$ cat config.mk
export PLATFORM = sky130hd
export DESIGN_NAME = icap_reboot_ctrl
export DESIGN_NICKNAME = d
export VERILOG_FILES = /design/src/rtl/icap_reboot_ctrl.sv
export SDC_FILE = /design/constraint.sdc
export NUM_CORES = 1
export LEC_CHECK = 0
export BUFFER_PORTS_ARGS = -buffer_cell sky130_fd_sc_hd__buf_2
export CAP_MARGIN = 20
export CELL_PAD_IN_SITES_DETAIL_PLACEMENT = 1
export CELL_PAD_IN_SITES_GLOBAL_PLACEMENT = 1
export CORE_ASPECT_RATIO = 1.1
export CORE_MARGIN = 3
export CORE_UTILIZATION = 46
export DETAILED_ROUTE_END_ITERATION = 12
export GPL_TIMING_DRIVEN = 0
export PLACE_DENSITY_LB_ADDON = 0.1
export SLEW_MARGIN = 10
export SYNTH_ARGS = -nofsm -noshare
export SYNTH_HDL_FRONTEND = slang
export SYNTH_SLANG_ARGS = --single-unit
$ cat constraint.sdc
create_clock -name fastclk -period 3.15 [get_ports fastclk]
set_input_delay 0.63 -clock fastclk [delete_from_list [all_inputs] [get_ports fastclk]]
set_output_delay 0.63 -clock fastclk [all_outputs]
set_load 0.02 [all_outputs]
$ cat src/rtl/icap_reboot_ctrl.sv
// Issues an ICAP reboot (IPROG) word sequence pointing the configuration logic
// at one of four flash images, after a start-up guard delay.
module icap_reboot_ctrl #(
    parameter int unsigned START_DELAY = 15,
    parameter logic [7:0]  SPI_OPCODE  = 8'h03,
    parameter logic [23:0] SLOT0_ADDR  = 24'h000000,
    parameter logic [23:0] SLOT1_ADDR  = 24'h060000,
    parameter logic [23:0] SLOT2_ADDR  = 24'h0C0000,
    parameter logic [23:0] SLOT3_ADDR  = 24'h120000
) (
    input  logic        fastclk,
    input  logic        reset,
    input  logic        req,
    input  logic [1:0]  slot,
    input  logic        icap_busy,
    output logic        ack,
    output logic        busy,
    output logic        done,
    output logic        icap_ce_n,
    output logic        icap_wr_n,
    output logic [15:0] icap_i
);

    localparam int unsigned CNT_RAW = $clog2(START_DELAY + 1);
    localparam int unsigned CNT_W   = (CNT_RAW > 4) ? CNT_RAW : 4;
    localparam int unsigned IDX_W   = 4;
    localparam logic [IDX_W-1:0] LAST_IDX  = IDX_W'(11);
    localparam logic [CNT_W-1:0] DELAY_END = CNT_W'(START_DELAY);

    typedef enum logic [1:0] {
        ST_IDLE = 2'd0,
        ST_SEQ  = 2'd1,
        ST_DONE = 2'd2
    } state_e;

    state_e           state_q, state_d;
    logic [IDX_W-1:0] idx_q, idx_d;
    logic [CNT_W-1:0] cnt_q, cnt_d;
    logic [1:0]       slot_q, slot_d;
    logic             ack_q, ack_d;
    logic             busy_q, busy_d;
    logic             done_q, done_d;
    logic             ce_n_q, ce_n_d;
    logic [15:0]      data_q, data_d;
    logic             delay_done;
    logic             accept;

    function automatic logic [23:0] slot_addr(input logic [1:0] s);
        case (s)
            2'd0:    slot_addr = SLOT0_ADDR;
            2'd1:    slot_addr = SLOT1_ADDR;
            2'd2:    slot_addr = SLOT2_ADDR;
            default: slot_addr = SLOT3_ADDR;
        endcase
    endfunction

    function automatic logic [15:0] seq_word(input logic [IDX_W-1:0] idx, input logic [23:0] addr);
        case (idx)
            4'd0:    seq_word = 16'hAA99;
            4'd1:    seq_word = 16'h5566;
            4'd2:    seq_word = 16'h3261;
            4'd3:    seq_word = addr[15:0];
            4'd4:    seq_word = 16'h3281;
            4'd5:    seq_word = {SPI_OPCODE, addr[23:16]};
            4'd6:    seq_word = 16'h30A1;
            4'd7:    seq_word = 16'h000E;
            default: seq_word = 16'h2000;
        endcase
    endfunction

    // ICAP expects each byte presented MSB-first on bit 0
    function automatic logic [15:0] byte_swizzle(input logic [15:0] w);
        for (int i = 0; i < 8; i++) begin
            byte_swizzle[i]     = w[7-i];
            byte_swizzle[8 + i] = w[15-i];
        end
    endfunction

    assign delay_done = (cnt_q == DELAY_END);
    // ack_q blocks a second acceptance while waiting to enter SEQ
    assign accept     = (state_q == ST_IDLE) && !ack_q && req && delay_done;
    assign cnt_d      = delay_done ? cnt_q : cnt_q + CNT_W'(1);

    always_ff @(posedge fastclk or posedge reset) begin
        if (reset) begin
            state_q <= ST_IDLE;
            idx_q   <= '0;
            cnt_q   <= '0;
            slot_q  <= '0;
            ack_q   <= 1'b0;
            busy_q  <= 1'b0;
            done_q  <= 1'b0;
            ce_n_q  <= 1'b1;
            data_q  <= 16'hFFFF;
        end else begin
            state_q <= state_d;
            idx_q   <= idx_d;
            cnt_q   <= cnt_d;
            slot_q  <= slot_d;
            ack_q   <= ack_d;
            busy_q  <= busy_d;
            done_q  <= done_d;
            ce_n_q  <= ce_n_d;
            data_q  <= data_d;
        end
    end

    always_comb begin
        state_d = state_q;
        idx_d   = idx_q;
        slot_d  = slot_q;
        case (state_q)
            ST_IDLE: begin
                if (accept) begin
                    slot_d = slot;
                end else if (ack_q) begin
                    state_d = ST_SEQ;
                    idx_d   = '0;
                end
            end
            ST_SEQ: begin
                if (!icap_busy) begin
                    if (idx_q == LAST_IDX) begin
                        state_d = ST_DONE;
                        idx_d   = '0;
                    end else begin
                        idx_d = idx_q + IDX_W'(1);
                    end
                end
            end
            ST_DONE: state_d = ST_IDLE;
            default: state_d = ST_IDLE;
        endcase
    end

    // Outputs are computed from the next state so the flops track the state exactly
    always_comb begin
        ack_d  = accept;
        busy_d = accept || (state_d == ST_SEQ);
        done_d = (state_d == ST_DONE);
        ce_n_d = (state_d != ST_SEQ);
        data_d = 16'hFFFF;
        if (state_d == ST_SEQ) begin
            data_d = byte_swizzle(seq_word(idx_d, slot_addr(slot_q)));
        end
    end

    assign ack       = ack_q;
    assign busy      = busy_q;
    assign done      = done_q;
    assign icap_ce_n = ce_n_q;
    assign icap_wr_n = ce_n_q;
    assign icap_i    = data_q;

endmodule

* Word-level counts from Yosys, hierarchy flattened *
Index checks and enable logic that the tools add are counted.

word-level totals
  input bits = 6
  output and inout port bits = 21
  word-level logic and storage cells = 48
  bits in registers = 32

cells by class
  reduce and logical (&&, ||, !) cells = 9
  equal/unequal tests = 15
  multiplexer cells = 13
  $add $sub $neg = 2

operators with widths
  kind                   count
  $pmux W16 S8           1
  $pmux W21 S3           1
  $eq A4 B3 Y1 const B   4
  $mux W16               1
  $mux W4                4
  $add A4 B1 Y4 const B  2
  $eq A4 B2 Y1 const B   2
  $eq A4 B4 Y1 const B   2
  $mux W2                4
  $pmux W4 S2            1
  $eq A2 B1 Y1 const B   3
  $eq A2 B2 Y1 const B   2
  $eq A4 B1 Y1 const B   1
  $logic_not A2 Y1       2
  $logic_not A4 Y1       1
  $pmux W2 S2            1
  $logic_and A1 B1 Y1    3
  $ne A2 B1 Y1 const B   1
  $reduce_and A2 Y1      1
  $logic_not A1 Y1       1
  $logic_or A1 B1 Y1     1

* Logic depth before layout (Yosys ltp) *
  depth in word-level cells = 9
  depth in mapped cells = 8
  mapped depth without buffers = 7

* Worst setup path before layout *
OpenSTA, ideal clock, no wires.

  path kind = register to register
  start = reg idx_q[0]
  end = reg data_q[11], in the netlist icap_i[11]
  cell stages (with the launch flop) = 7
  setup slack = 1.184 ns
  data arrival time = 1.885 ns
  path buffers = 0
  library setup time = 0.081 ns
  data required time = 3.069 ns
  period minus slack after synthesis = 1.966 ns
  path through = dfrtp_1 ha_1 and4bb_1 a211oi_4 inv_2 or4b_4 o211ai_1

between the ends
  longest elaborated chain between the ends = 7
  elaborated cells on any way between the ends = 21
  those cells by class = 1 x add/sub; 9 x eq/ne; 10 x mux; 1 x reduce/logical

RTL lines
  element                                        line      source
  start, declared                                37        logic [IDX_W-1:0] idx_q, idx_d;
  start signal, assigned                         97        idx_q <= idx_d;
  $add A4 B1 Y4 or $eq A4 B4 Y1 (tied branches)  127, 123
  $mux W4 (*)                                    123       if (idx_q == LAST_IDX) begin
  $mux W4 (*)                                    122       if (!icap_busy) begin
  $pmux W4 S2 (*)                                112       case (state_q)
  via idx_d[1]                                   37
  $eq A4 B3 Y1 (tied with other cells)           58        case (idx)
  $pmux W16 S8 (*)                               58
  $mux W16 (*)                                   143       if (state_d == ST_SEQ) begin
  via data_d[11]                                 44        logic [15:0] data_q, data_d;
  end signal, assigned                           104       data_q <= data_d;
  end, declared                                  44

Mark *: on every way through the listed nets, which the timed path passes. The rest lies on a longest branch.
A chain may end at the register's enable or synchronous reset.

* Final worst setup path *
  start = reg idx_q[0]
  end = reg data_q[2], in the netlist icap_i[2]

Same word-level chain as after synthesis.

==> results_dict.tcl <==
set metrics [dict create \
    status "finished, final reports clean" \
    io_buffers 26 \
    leakage_uw 0.000782 \
    tritoncts "built" \
    yosysWarnings 0 \
    max_stage_delay_ps 520 \
    worst_pin_slew_ps 579 \
    postCtsHoldBufs 0 \
    fin_nets 160 \
    grt_pass1_wl_um 4790 \
    fin_tns_setup_ps 0 \
    syn_inst 115 \
    layout.cells.non_filler 183 \
    synth_area_per_cell_sq_um 12.2 \
    core-area_sq_um 2830 \
    antennaDiodeCount 0 \
    area_growth_pct 17.9 \
    cp-start-kind "register" \
    post_route_cells_drive_above_1_share 0.440 \
    max-cap-violations 0 \
    ant_nets 0 \
    crit_type "reg2reg" \
    cts-root-buf "clkbuf_4" \
    fmax_ghz 0.456 \
    grt_max_degree 31 \
    place.gp.congestion 0.797 \
    hold_path.class "in2async" \
    wl_um 2890 \
    grt-ovfl-total 0 \
    initial_core_util 0.495 \
    antenna_found_initial 0 \
    period_minus_slack_ps 2190 \
    dr.first_iter.drc_count 26 \
    io_pins 27 \
    synth_area_sq_um 1400 \
    path_clk_slew_ps 100 \
    final.period_utilization 0.696 \
    worstPathRequired_ps 3410 \
    cts_buffers 5 \
    setup-violations-final 0 \
    placedCellCount 174 \
    clock_skew_ps 8.14 \
    max_slew_margin 0.613 \
    grt.total_usage 0.175 \
    worst_slack_ps 958 \
    r2r_cells 6 \
    std_cell_rows 20 \
    via_per_inst 5.42 \
    dp_slack_ps 888 \
    crit_path_max_fanout 10 \
    clock-sinks 30 \
    finalHoldViolCount 0 \
    maxSlewViolCount 0 \
    ctsHtreeMaxLevel 2 \
    ys_ff_latch 30 \
    ctsResizeCount 0 \
    syn_nets 126 \
    crit_path_end_kind "register" \
    die_h_um 63.8 \
    clk_latency_ps 340 \
    drc_errors 0 \
    cp_slowest_cell "or4b_4" \
    dr.pass1.iters 4 \
    route.vias.total 991 \
    crit_arrival_ps 2450 \
    postCtsSetupRepairBufs 0 \
    avgRoutedWirePerCell_um 15.8 \
    rsz0062_at_grt "no" \
    dpl.hpwl_um 2070 \
    dieWidth_um 58.6 \
    final_cell_mix "buf_2, dfrtp_1, dfstp_2, nor2_1, nand2_1" \
    vdd_drop_max_mv 0.655 \
    final_common_cell "buf_2" \
    clk_path_buf_depth 2 \
    ys_seq_area_frac 0.550 \
    grt_pass1_vias 1006 \
    worstPathCellList "ha_1 > and4bb_1 > a211oi_4 > inv_2 > or4b_4 > o211ai_1" \
    power_density_nw_per_um2 1170 \
    ys_types 46 \
    die_area_sq_um 3740 \
]
-- cells by family after synthesis --
family	Yosys count	synth area share
buf+inv	12	0.0403
simple gates	40	0.183
compound gates	23	0.146
fa+ha+maj	5	0.0447
mux	3	0.0233
xor+xnor	2	0.0125
flops	30	0.550
-- registers in the layout (all words and copies together) (netlist names) --
name / count
cnt_q: 4
idx_q: 4
icap_i: 14
state_q: 2
busy: 1
icap_ce_n: 1
ack: 1
done: 1
slot_q: 2
-- layer usage --
layer	vias to the layer above	wire, um	track usage
met3	7	161	0.0545
met1	488	1200	0.207
met4	0	58	0.0765
met2	24	1470	0.288
met5	-	0	0
li1	472	-	-
-- worst max-delay path, delay by kind of cell (launching register included) --
| kind | cells | cell delay (ps) |
|---|---|---|
| fa+ha+maj | 1 | 310 |
| simple gates | 2 | 750 |
| buf+inv | 1 | 170 |
| flops | 1 | 460 |
| compound gates | 2 | 430 |
-- cells in the mapped netlist (all sizes together) --
cell type | number | area, sq um
a2111oi | 1 | 8.76
a211oi | 1 | 20.0
a21o | 2 | 15.0
a221o | 1 | 10.0
a31oi | 1 | 12.5
a41o | 1 | 10.0
and2 | 2 | 12.5
and2b | 1 | 7.51
and3 | 2 | 12.5
and4bb | 1 | 12.5
buf | 3 | 22.5
clkbuf | 2 | 7.51
dfrtp | 15 | 375
dfstp | 15 | 394
ha | 5 | 62.6
inv | 7 | 26.3
mux2 | 2 | 22.5
mux2i | 1 | 10.0
nand2 | 9 | 43.8
nand2b | 3 | 18.8
nand3 | 3 | 15.0
nand3b | 1 | 7.51
nand4b | 1 | 8.76
nand4bb | 1 | 27.5
nor2 | 9 | 33.8
nor2b | 1 | 6.26
o2111ai | 1 | 8.76
o211ai | 3 | 22.5
o21a | 1 | 7.51
o21ai | 8 | 43.8
o21bai | 1 | 7.51
o31ai | 1 | 21.3
o41ai | 1 | 16.3
or2 | 1 | 6.26
or3 | 1 | 6.26
or3b | 1 | 8.76
or4 | 2 | 15.0
or4b | 1 | 13.8
xnor2 | 1 | 8.76
xor2 | 1 | 8.76
-- final timing paths --
kind	slack, ps	end	start
worst max-delay path	960	icap_i[2]$_DFF_PP1_	idx_q[0]$_DFF_PP0_
worst min-delay path	330	idx_q[3]$_DFF_PP0_	reset
worst max register to register	960	icap_i[2]$_DFF_PP1_	idx_q[0]$_DFF_PP0_
worst min register to register	510	cnt_q[0]$_DFFE_PP0N_	cnt_q[0]$_DFFE_PP0N_
max in group asynchronous	2230	icap_ce_n$_DFF_PP1_	reset
min in group fastclk	500	slot_q[0]$_DFFE_PP0P_	slot[0]
-- final cells by class --
cell class	count	area, sq um
fillers	317	1180
flip-flops and latches	30	769
multi-input cells	73	573
repair buffers	27	145
clock buffers	6	51.3
well taps	33	41.3
plain buffers	5	30.0
inverters	7	26.3
clock inverters	2	12.5
-- stage by stage --
stage	total power [uW]	hold WS, ps	area, sq um	util
3_5_place_dp	1690	493	1570	0.555
6_report	1920	334	1650	0.583
3_3_place_gp	1650	483	1570	0.555
2_1_floorplan	1420	469	1400	-
4_1_cts	1940	501	1630	0.578
5_1_grt	2070	351	1650	0.583
-- power breakdown --
group | switching (uW) | total [uW] | internal (uW)
combinational | 602 | 981 | 379
sequential | 86.5 | 696 | 610
clock | 139 | 246 | 107
total | 828 | 1920 | 1100
Note: power is estimated with default switching activity, not from simulation.
